<file path="src/rtl/bin2bcd_seq.sv">
// bin2bcd_seq: sequential binary-to-BCD converter (shift-add-3 / double dabble).
// Converts one input bit per clock. A conversion takes WIDTH cycles from the
// accepted start edge to the done pulse.
//
// Ports:
//   clk    in   system clock, rising edge
//   r      in   asynchronous active-high reset
//   start  in   conversion request, accepted only while idle
//   bin    in   [WIDTH-1:0] unsigned value, captured on an accepted start
//   busy   out  high while a conversion is running
//   done   out  one-cycle pulse when bcd has just been updated
//   bcd    out  [4*DIGITS-1:0] packed BCD, digit 0 (ones) in bits [3:0]
//
// States:
//   state | meaning
//   IDLE  | waiting for start; bcd holds last result
//   SHIFT | shifting one bit per clock through the scratch digits
module bin2bcd_seq #(
    parameter int WIDTH  = 32,
    parameter int DIGITS = 10
) (
    input  logic                  clk,
    input  logic                  r,
    input  logic                  start,
    input  logic [WIDTH-1:0]      bin,
    output logic                  busy,
    output logic                  done,
    output logic [4*DIGITS-1:0]   bcd
);

    localparam int CW = $clog2(WIDTH + 1);
    localparam logic [CW-1:0] LAST = CW'(WIDTH - 1);

    localparam logic [0:0] IDLE  = 1'b0;
    localparam logic [0:0] SHIFT = 1'b1;

    logic [0:0]            state;
    logic [WIDTH-1:0]      sh;
    logic [4*DIGITS-1:0]   scr;
    logic [CW-1:0]         cnt;

    // Adjusted scratch digits. The top bit of the most significant digit is
    // shifted out and never kept, so only the bits that survive the shift
    // are computed.
    logic [4*DIGITS-2:0]   adj;
    logic [4*DIGITS-1:0]   scr_nxt;
    logic [WIDTH-1:0]      sh_nxt;

    genvar k;
    generate
        for (k = 0; k < DIGITS; k++) begin : g_adj
            if (k < DIGITS - 1) begin : g_full
                assign adj[4*k +: 4] = (scr[4*k +: 4] >= 4'd5) ?
                                       scr[4*k +: 4] + 4'd3 : scr[4*k +: 4];
            end else begin : g_top
                // Low three bits of a 4-bit +3 equal a 3-bit +3 of the low bits.
                assign adj[4*k +: 3] = (scr[4*k +: 4] >= 4'd5) ?
                                       scr[4*k +: 3] + 3'd3 : scr[4*k +: 3];
            end
        end
    endgenerate

    // {scratch, shift register} shifted left by one as a single vector.
    assign scr_nxt = {adj, sh[WIDTH-1]};
    assign sh_nxt  = sh << 1;

    assign busy = (state == SHIFT);

    always_ff @(posedge clk or posedge r) begin
        if (r) begin
            state <= IDLE;
            sh    <= '0;
            scr   <= '0;
            cnt   <= '0;
            done  <= 1'b0;
            bcd   <= '0;
        end else begin
            done <= 1'b0;
            case (state)
                IDLE: begin
                    if (start) begin
                        sh    <= bin;
                        scr   <= '0;
                        cnt   <= '0;
                        state <= SHIFT;
                    end
                end
                SHIFT: begin
                    sh  <= sh_nxt;
                    scr <= scr_nxt;
                    cnt <= cnt + 1'b1;
                    if (cnt == LAST) begin
                        bcd   <= scr_nxt;
                        done  <= 1'b1;
                        state <= IDLE;
                    end
                end
                default: state <= IDLE;
            endcase
        end
    end

endmodule
</file>
<file path="config.mk">
export PLATFORM = sky130hd
export DESIGN_NAME = bin2bcd_seq
export DESIGN_NICKNAME = d
export VERILOG_FILES = /design/src/rtl/bin2bcd_seq.sv
export SDC_FILE = /design/constraint.sdc
export NUM_CORES = 1
export LEC_CHECK = 0
export BUFFER_PORTS_ARGS = -buffer_cell sky130_fd_sc_hd__buf_2
export CELL_PAD_IN_SITES_DETAIL_PLACEMENT = 0
export CELL_PAD_IN_SITES_GLOBAL_PLACEMENT = 1
export CORE_MARGIN = 3
export CORE_UTILIZATION = 46
export CTS_BUF_LIST = sky130_fd_sc_hd__clkbuf_16
export CTS_CLUSTER_SIZE = 10
export DETAILED_ROUTE_END_ITERATION = 12
export PLACE_DENSITY = 0.78
export SETUP_SLACK_MARGIN = 0.4
export SLEW_MARGIN = 10
export SYNTH_ARGS = -nofsm -noshare
export SYNTH_HDL_FRONTEND = slang
export SYNTH_SLANG_ARGS = --single-unit
</file>
<file path="constraint.sdc">
create_clock -name clk -period 4.4 [get_ports clk]
set_input_delay 0.44 -clock clk [delete_from_list [all_inputs] [get_ports clk]]
set_output_delay 0.44 -clock clk [all_outputs]
set_load 0.01 [all_outputs]
</file>
==> qor.tcl <==
set qor(status) {finished, final reports clean}
set qor(share_seq_of_total_power) 0.386
set qor(multi_input_comb_area_sq_um) 2690
set qor(r2r_start) {busy$_DFF_PP0_}
set qor(io_pins) 77
set qor(synth.net_count) 595
set qor(die-area_sq_um) 14400
set qor(port-buffer-count) 76
set qor(worst_path_arrival_ps) 2610
set qor(grt_pass1_vias) 3995
set qor(syn_area_sq_um) 5970
set qor(p_total_uw) 4960
set qor(globalRouteOverflowTotal) 0
set qor(postSynthRegisterBits) 120
set qor(timing.fmax_mhz) 430
set qor(worst_setup_path_startpoint) {busy$_DFF_PP0_}
set qor(seqCellArea_sq_um) 3010
set qor(crit-reg2reg-capture) {cnt[5]$_DFFE_PP0P_}
set qor(yosysUniqueCellTypes) 30
set qor(finalSetupTns_ps) 0
set qor(max-vdd-ir-drop_mv) 0.277
set qor(antenna_found_initial) 0
set qor(dpl-instance-area_sq_um) 6400
set qor(final_hold_viol_count) 0
set qor(hold-worst-slack_ps) 246
set qor(timing.critical_path.from_type) {flip-flop}
set qor(routed_wl_um) 10700
set qor(numCtsBuffers) 17
set qor(crit_path_end_kind) {flip-flop}
set qor(internal_power_uw) 3230
set qor(post-cts-setup-buffers) 0
set qor(finalWorstPathRequiredPeriod_ps) 2330
set qor(nNetsFinal) 663
set qor(core-area_sq_um) 12700
set qor(remaining_drc_errors) 0
set qor(floorplan.rows) 41
set qor(timing.setup.critical_path_class) {flip-flop to flip-flop}
set qor(maxSlewViolCount) 0
set qor(power-per-cell-area_nw_per_um2) 719
set qor(maxCapViolCount) 0
set qor(slowest_delay_ps) 800
set qor(syn-instance-count) 539
set qor(clock_power_share) 0.239
set qor(critPathBufInv) 1
set qor(antenna_violating_nets_left) 0
set qor(timing.critical_path.fanout_max) 101
set qor(slew_of_the_pin_with_the_lowest_slew_margin_ps) 983
set qor(initial_utilization) 0.472
set qor(n_antenna_cell) 0
set qor(utilization) 0.545
set qor(synth_warnings) 0
set qor(slew-limit-headroom) 0.345
set qor(number_of_drc_violations_after_detailed_routing_iteration_0) 181
set qor(cts.repair.resized) 0
set qor(final_common_cell) {sky130_fd_sc_hd__dfrtp_1}
set qor(crit_end) {cnt[5]$_DFFE_PP0P_}
set qor(die_h_um) 120
set qor(critical_path_cell_count) 4
set qor(syn2layout_area_growth_pct) 15.6
set qor(critical_path_cell_by_cell) {buf_4, nand4_1, o211ai_1, o31ai_1}
set qor(avgViaCountPerCell) 5.06
set qor(cts.path.max_buffers) 2
set qor(drt_pre_antenna_iters) 4
set qor(leakage_power_of_the_design_uw) 0.00350
set qor(cts_hold_repair.buffers) 0
set qor(cp_data_required_time_ps) 4680
set qor(final_cell_mix) {sky130_fd_sc_hd__dfrtp_1, sky130_fd_sc_hd__buf_2, sky130_fd_sc_hd__mux2i_1}
set qor(postLayoutCellArea_sq_um) 6910
set qor(routabilityCongestion) 0.767
set qor(timing.reg2reg.worst_path_depth) 4
set qor(n_fill_cell) 1174
set qor(finalSetupViolations) 0
set qor(worst_clock_skew_ps) 8.52
set qor(grtUsageTotal) 0.162
set qor(first_pass_grt_wire_length_um) 18700
set qor(place.detailed.hpwl_um) 6950
set qor(cts-root-buf) {sky130_fd_sc_hd__clkbuf_16}
set qor(fin_crit_sh) 0.529
set qor(syn_area_per_cell_sq_um) 11.1
set qor(clk_transition_reported_paths_ps) 50
set qor(die_w_um) 120
set qor(grt_max_degree) 102
set qor(min-delay-path-class) {primary input to asynchronous set/reset pin}
set qor(routed-via-count) 4001
set qor(comb_power_share) 0.376
set qor(worst_skew_pair.late_latency_ps) 410
set qor(rsz0062_at_grt) {false}
set qor(cts_max_level) 4
set qor(final_layout_size_suffix_gt1_frac) 0.209
set qor(slowest_stage) {sky130_fd_sc_hd__buf_4}
set qor(top_family_by_delay_on_critical_path) {buffers and inverters}
set qor(sw_frac) 0.349
set qor(routedWlPerCell_um) 13.6
set qor(cts.sink_count) 120
set qor(ys_seq_area_frac) 0.503
set qor(p_sw_uw) 1730
set qor(r2r_slack_ps) 2070
set qor(cts_tree) {yes}
==> kinds of logic after synthesis <==
logic type,count (synthesis),synth area share
mux,83,0.154
flops,120,0.503
buf+inv,51,0.0467
compound gates,115,0.108
fa+ha+maj,21,0.0440
simple gates,137,0.128
xor+xnor,12,0.0176
==> registers in the layout, indices dropped and copies added (netlist names) <==
register and count:
bcd 40, done 1, cnt 6, scr 40, busy 1, sh 32
==> metrics by stage <==
| step | setup WS (ps) | instances |
|---|---|---|
| global placement | 2100 | 760 |
| global route | 1840 | 790 |
| floorplan | 774 | 539 |
| CTS | 2050 | 790 |
| detailed placement | 2060 | 760 |
| finish | 2070 | 790 |
==> power by group through the flow <==
stage / combinational, uW / clock (uW) / sequential [uW]
CTS: 1900 / 1220 / 1920
detailed placement: 1890 / 0 / 1930
global route: 2120 / 1280 / 1990
finish: 1860 / 1180 / 1910
global placement: 1820 / 0 / 1910
floorplan: 1400 / 0 / 1920
==> synth_stat cells <==
| library cell | count | area (sq um) |
|---|---|---|
| sky130_fd_sc_hd__nand2_1 | 36 | 135 |
| sky130_fd_sc_hd__or2b_1 | 1 | 7.51 |
| sky130_fd_sc_hd__mux2i_1 | 62 | 621 |
| sky130_fd_sc_hd__a21oi_1 | 45 | 225 |
| sky130_fd_sc_hd__buf_8 | 1 | 15.0 |
| sky130_fd_sc_hd__mux2_2 | 5 | 56.3 |
| sky130_fd_sc_hd__nand3_1 | 2 | 10.0 |
| sky130_fd_sc_hd__nor2_8 | 1 | 20.0 |
| sky130_fd_sc_hd__a21o_1 | 19 | 143 |
| sky130_fd_sc_hd__buf_4 | 1 | 7.51 |
| sky130_fd_sc_hd__ha_1 | 21 | 263 |
| sky130_fd_sc_hd__buf_12 | 2 | 40.0 |
| sky130_fd_sc_hd__mux2_4 | 16 | 240 |
| sky130_fd_sc_hd__nor2_1 | 23 | 86.3 |
| sky130_fd_sc_hd__inv_1 | 21 | 78.8 |
| sky130_fd_sc_hd__xor2_1 | 1 | 8.76 |
| sky130_fd_sc_hd__buf_2 | 20 | 100 |
| sky130_fd_sc_hd__clkbuf_1 | 4 | 15.0 |
| sky130_fd_sc_hd__o21ai_0 | 44 | 220 |
| sky130_fd_sc_hd__nand2b_1 | 34 | 213 |
| sky130_fd_sc_hd__o31ai_1 | 2 | 15.0 |
| sky130_fd_sc_hd__nor3_1 | 10 | 50.1 |
| sky130_fd_sc_hd__o211ai_1 | 1 | 7.51 |
| sky130_fd_sc_hd__nand4b_4 | 1 | 23.8 |
| sky130_fd_sc_hd__dfrtp_1 | 120 | 3000 |
| sky130_fd_sc_hd__nand4_1 | 1 | 6.26 |
| sky130_fd_sc_hd__xnor2_1 | 11 | 96.3 |
| sky130_fd_sc_hd__buf_6 | 2 | 22.5 |
| sky130_fd_sc_hd__nor3b_1 | 28 | 210 |
| sky130_fd_sc_hd__a21oi_2 | 4 | 35.0 |
==> worst min path at each step <==
| stage | to | slack [ps] |
|---|---|---|
| after floorplan | sh[10]$_DFFE_PP0P_ | 450 |
| after global placement | sh[10]$_DFFE_PP0P_ | 460 |
| after detailed placement | sh[31]$_DFFE_PP0P_ | 470 |
| after CTS | sh[0]$_DFFE_PP0P_ | 270 |
| after global routing | sh[0]$_DFFE_PP0P_ | 290 |
| final | sh[24]$_DFFE_PP0P_ | 250 |
==> per-layer routing <==
layer,global-route usage,part of all wire,vias to the layer above
li1,-,-,1990
met4,0.0737,0.023,0
met2,0.255,0.46,76
met5,0,0,-
met1,0.204,0.47,1915
met3,0.0523,0.049,20
==> area by class of cell <==
cell class	count	area share
Tap cell	172	0.0312
Sequential cell	120	0.435
Multi-Input combinational cell	368	0.390
Inverter	21	0.0118
Clock buffer	17	0.0616
Clock inverter	13	0.0114
Timing Repair Buffer	79	0.0587
(Power assumes the default switching activity.)
